`src/rtl/vector_pack_pkg.sv`:
```
// Shared constants and types for the vector packing feeder.
// PAD_VALUE is the most negative code, so padded lanes never win a downstream max.
package vector_pack_pkg;

    localparam int LANES = 8;
    localparam int WIDTH = 8;
    localparam int CNT_W = $clog2(LANES + 1);

    localparam logic signed [WIDTH-1:0] PAD_VALUE = {1'b1, {(WIDTH-1){1'b0}}};

    typedef enum logic {
        FILL,
        PENDING
    } state_t;

endpackage

```
`src/rtl/vector_pack_outreg.sv`:
```
// Output holding register for packed vectors.
// It loads on load, holds while stalled and drops valid once the vector transfers.
module vector_pack_outreg
    import vector_pack_pkg::*;
(
    input  logic                   clk,
    input  logic                   rst,
    input  logic                   load,
    input  logic [LANES*WIDTH-1:0] load_vec,
    input  logic [CNT_W-1:0]       load_count,
    input  logic                   load_last,
    input  logic                   m_ready,
    output logic                   m_valid,
    output logic [LANES*WIDTH-1:0] m_vec,
    output logic [CNT_W-1:0]       m_count,
    output logic                   m_last
);

    always_ff @(posedge clk) begin
        if (rst) begin
            m_valid <= 1'b0;
            m_vec   <= '0;
            m_count <= '0;
            m_last  <= 1'b0;
        end else if (load) begin
            m_valid <= 1'b1;
            m_vec   <= load_vec;
            m_count <= load_count;
            m_last  <= load_last;
        end else if (m_ready) begin
            m_valid <= 1'b0;
        end
    end

endmodule

```
`src/rtl/vector_pack_feeder.sv`:
```
// Packs a serial stream of signed elements into LANES-wide vectors.
// The fill buffer plus output register allow one element per cycle without a ready loop.
module vector_pack_feeder
    import vector_pack_pkg::*;
(
    input  logic                    clk,
    input  logic                    rst,
    input  logic                    s_valid,
    output logic                    s_ready,
    input  logic signed [WIDTH-1:0] s_data,
    input  logic                    s_last,
    output logic                    m_valid,
    input  logic                    m_ready,
    output logic [LANES*WIDTH-1:0]  m_vec,
    output logic [CNT_W-1:0]        m_count,
    output logic                    m_last
);

    localparam int PTR_W = $clog2(LANES);
    localparam logic [PTR_W-1:0] LAST_PTR = PTR_W'(LANES - 1);

    state_t                 state;
    logic [PTR_W-1:0]       fill_ptr;
    logic [LANES*WIDTH-1:0] fill_buf;
    logic [CNT_W-1:0]       pend_count;
    logic                   pend_last;

    logic                   accept;
    logic                   complete;
    logic                   out_free;
    logic                   load;
    logic [LANES*WIDTH-1:0] new_vec;
    logic [CNT_W-1:0]       new_count;
    logic [LANES*WIDTH-1:0] load_vec;
    logic [CNT_W-1:0]       load_count;
    logic                   load_last;

    assign s_ready   = (state == FILL);
    assign accept    = s_valid && s_ready;
    assign complete  = accept && ((fill_ptr == LAST_PTR) || s_last);
    assign out_free  = !m_valid || m_ready;
    assign new_count = CNT_W'(fill_ptr) + CNT_W'(1);

    // Lanes already written keep their value; the incoming element lands at fill_ptr
    // and everything above it is padded in case this element closes the vector.
    always_comb begin
        new_vec = fill_buf;
        for (int i = 0; i < LANES; i++) begin
            if (i == int'(fill_ptr)) begin
                new_vec[i*WIDTH +: WIDTH] = s_data;
            end else if (i > int'(fill_ptr)) begin
                new_vec[i*WIDTH +: WIDTH] = PAD_VALUE;
            end
        end
    end

    always_comb begin
        load       = (state == PENDING) ? out_free   : (complete && out_free);
        load_vec   = (state == PENDING) ? fill_buf   : new_vec;
        load_count = (state == PENDING) ? pend_count : new_count;
        load_last  = (state == PENDING) ? pend_last  : s_last;
    end

    always_ff @(posedge clk) begin
        if (rst) begin
            state      <= FILL;
            fill_ptr   <= '0;
            pend_count <= '0;
            pend_last  <= 1'b0;
        end else begin
            case (state)
                FILL: begin
                    if (complete) begin
                        fill_ptr   <= '0;
                        pend_count <= new_count;
                        pend_last  <= s_last;
                        if (!out_free) begin
                            state <= PENDING;
                        end
                    end else if (accept) begin
                        fill_ptr <= fill_ptr + PTR_W'(1);
                    end
                end
                PENDING: begin
                    if (out_free) begin
                        state <= FILL;
                    end
                end
                default: state <= FILL;
            endcase
        end
    end

    // A completed vector stays padded in the buffer, ready to be replayed from PENDING.
    always_ff @(posedge clk) begin
        if (accept) begin
            fill_buf <= new_vec;
        end
    end

    vector_pack_outreg u_outreg (
        .clk        (clk),
        .rst        (rst),
        .load       (load),
        .load_vec   (load_vec),
        .load_count (load_count),
        .load_last  (load_last),
        .m_ready    (m_ready),
        .m_valid    (m_valid),
        .m_vec      (m_vec),
        .m_count    (m_count),
        .m_last     (m_last)
    );

endmodule
```
`config.mk`:
```
export PLATFORM = sky130hd
export DESIGN_NAME = vector_pack_feeder
export DESIGN_NICKNAME = d
export VERILOG_FILES = /design/src/rtl/vector_pack_pkg.sv /design/src/rtl/vector_pack_outreg.sv /design/src/rtl/vector_pack_feeder.sv
export SDC_FILE = /design/constraint.sdc
export NUM_CORES = 1
export LEC_CHECK = 0
export CORE_MARGIN = 10
export CORE_UTILIZATION = 60
export DETAILED_ROUTE_END_ITERATION = 10
export PLACE_DENSITY = 0.86
export SETUP_SLACK_MARGIN = 0.15
export SLEW_MARGIN = 20
export SYNTH_ARGS = -nofsm -noshare
export SYNTH_HDL_FRONTEND = slang
export SYNTH_SLANG_ARGS = --single-unit
```
`constraint.sdc`:
```
create_clock -name clk -period 3.2 [get_ports clk]
set_clock_uncertainty 0.1 [all_clocks]
set_input_delay 0.32 -clock clk [delete_from_list [all_inputs] [get_ports clk]]
set_output_delay 0.32 -clock clk [all_outputs]
set_load 0.05 [all_outputs]
```
==> impl_metrics.yaml <==
status:
  status: "completed"
critical_path:
  end_kind: "flop"
  slowest_stage: "o21ai_4"
  path_buf_inv: 1
  worst_path_most_repeated_cell: "ha_1"
  critPathLaunchType: "flop"
  slowest_delay_ps: 610
  crit_type: "reg2reg"
  worst_ep_required_time_ps: 3540
  crit_family: "compound AO/OA/AOI/OAI gates"
  worstPathCellList: "ha_1 > ha_1 > o21a_1 > o21ai_4 > buf_4 > a221oi_1 > nor3_1"
  crit_fanout: 24
  cp.arrival_ps: 3070
clocking:
  path_clk_slew_ps: 60
  cts.sinks: 143
  clk_path_buf_depth: 2
  cts_resized: 0
  cts-root-buf: "clkbuf_8"
  h-tree-depth: 4
  numCtsBuffers: 17
  clkLatencyLatePin_ps: 530
  post_cts_buffers: 0
  cts_hold_buf: 0
  cts_tree: "built"
die:
  ios: 84
  die-area_um2: 15400
  die_y_um: 124
  coreArea_um2: 10500
  start_util_pct: 62.2
  rows: 37
  die_x_um: 124
cells_and_area:
  multi_input_area_um2: 2710
  fin_area_um2: 8030
  area_growth_pct: 23.3
  area.sequential_um2: 3500
  final_cell_mix: "102 x nor2_1, 82 x clkdlybuf4s50_1, 79 x dfxtp_1"
  layout_commonest_cell: "nor2_1"
  nets: 740
  fill_cells: 694
  drive_gt1_share_pct: 11.0
  diodes: 0
power_and_ir_drop:
  finalPower_mw: 4.89
  combPwrFrac_pct: 13.6
  leakage_nw: 2.88
  p_int_mw: 3.62
  sequentialPowerShare_pct: 42.3
  p_clk_share_pct: 44.1
  ir_worst_vdd_uv: 371
  swShare_pct: 25.9
  p_per_area_nw_per_um2: 609
  p_switching_mw: 1.27
hold_path:
  hold_path_class: "in2reg"
place:
  globalplace.congestion: 0.876
  place_ws_ps: 634
  place_area_um2: 7370
  port_buffers: 83
  post-dp-hpwl_um: 11700
grt:
  grt_pass1_wl_um: 29400
  grt_max_degree: 51
  antenna_found_initial: 0
  grt_use_total_pct: 24.2
  grt-ovfl-total: 0
  grt_pass1_vias: 5462
timing:
  min_period_ps: 2730
  fmax_mhz: 366
  fin_crit_sh_pct: 85.3
  relSlewSlack_pct: 45.9
  hold_violations: 0
  finalSetupViolations: 0
  worst_slack_ps: 470
  tightest_slew_ps: 812
  setup_tns_ps: 0
  hold_ws_ps: 201
  drv_slew: 0
  rsz0062_at_grt: "false"
synthesis:
  synthAdderAreaFrac_pct: 1.15
  ys_seq_elements: 143
  syn_avg_cell_area_um2: 9.87
  synth_area_um2: 6510
  synth_xor_area_share_pct: 0
  synthFlopType: "dfxtp_1"
  synth.distinct_cells: 51
  ys_async_sr_fraction_pct: 0
  muxShareOfSynthArea_pct: 4.15
  synth-compound-area-share_pct: 17.7
  synth.yosys.seq_area_share_pct: 53.8
  synth_top_family_by_area: "simple AND/OR/NAND/NOR gates"
  synthCells: 659
  synth_nets: 678
  ys_warn_count: 0
  synth-simple-area-share_pct: 18.5
  synth_edf_count: 64
drt:
  drt-total-wl_um: 18600
  via_per_inst: 6.49
  drtAntennaViolNets: 0
  drt_iter0_markers: 657
  routedWlPerCell_um: 21.4
  vias: 5645
  first_pass_iters: 6
  drc: 0
flow_run:
  max_cap_violations: 0
==> per-stage QoR <==
| stage | std cells | utilization [%] |
|---|---|---|
| final | 870 | 76.7 |
| after global routing | 870 | 76.7 |
| after CTS | 870 | 76.7 |
| after detailed placement | 838 | 70.5 |
| after global placement | 838 | 70.5 |
| after floorplan | 659 | - |
==> cell usage after synthesis, types with 2 or more instances <==
library cell | n | area [µm²]
nand3_2 | 2 | 20.0
nand2b_1 | 9 | 56.3
a22oi_1 | 8 | 60.1
o21ai_2 | 2 | 17.5
nor3_1 | 47 | 235
edfxtp_1 | 64 | 1920
buf_4 | 3 | 22.5
ha_1 | 6 | 75.1
nor2_2 | 2 | 12.5
a21oi_1 | 32 | 160
inv_1 | 3 | 11.3
nor2b_1 | 4 | 25.0
buf_1 | 4 | 15.0
nor4_1 | 2 | 12.5
a22o_1 | 7 | 61.3
or3_1 | 4 | 25.0
mux2_2 | 8 | 90.1
o21ai_0 | 24 | 120
and2_1 | 7 | 43.8
o22ai_1 | 2 | 12.5
a221oi_1 | 12 | 105
nor3b_1 | 8 | 60.1
inv_2 | 5 | 18.8
a221oi_2 | 7 | 105
o21ai_1 | 4 | 20.0
mux2i_1 | 18 | 180
a211oi_1 | 43 | 323
clkbuf_1 | 24 | 90.1
o2bb2ai_1 | 7 | 61.3
buf_2 | 23 | 115
o21a_1 | 2 | 15.0
buf_6 | 3 | 33.8
dfxtp_1 | 79 | 1580
o311ai_1 | 2 | 17.5
nor2_1 | 102 | 383
nand2_1 | 65 | 244
==> power by group through the flow <==
stage	logic [mW]	clock network, mW	registers, mW
after floorplan	0.245	0	2.29
after CTS	0.663	2.17	2.07
final	0.664	2.16	2.07
after global routing	0.701	2.24	2.08
after detailed placement	0.653	0	2.10
after global placement	0.641	0	2.10
==> flip-flops by register name, indices dropped and copies added, names as in the netlist <==
name and cells:
fill_buf 64, u_outreg.m_vec 64, u_outreg.m_last 1, pend_last 1, pend_count 4, fill_ptr 3
u_outreg.m_count 4, u_outreg.m_valid 1, state 1
==> final cells by class <==
| cell class | instances | area share, % |
|---|---|---|
| clock buffer | 24 | 6.25 |
| clock inverter | 8 | 1.86 |
| inverter | 8 | 0.374 |
| multi-input combinational | 451 | 33.7 |
| sequential | 143 | 43.7 |
| tap | 136 | 2.12 |
| timing repair buffer | 100 | 12.0 |
==> path summary, 6_finish.rpt <==
path	from	endpoint	slack, ps	cells past startpoint
hold reg to reg	u_outreg.m_vec[31]	u_outreg.m_vec[31]	370	2
setup / recovery	fill_ptr[0]	u_outreg.m_vec[11]	470	7
hold / removal	rst	u_outreg.m_vec[31]	200	2
setup reg to reg	fill_ptr[0]	u_outreg.m_vec[11]	470	7
==> cell families (layout without fill, tap and decap cells) <==
kind of cell / Yosys count / after routing
and+or+nand+nor: 261 / 261
AOI/OAI and AO/OA: 158 / 158
DFF: 143 / 143
buffers and inverters: 65 / 140
muxes: 26 / 26
adders and majority gates: 6 / 6
==> metal layers <==
layer / part of all wire [%] / track usage, %
met3: 11 / 6.74
met5: 0 / 0
met4: 3.6 / 11.2
met1: 37 / 29.1
met2: 48 / 39.8
(Power assumes the default switching activity.)
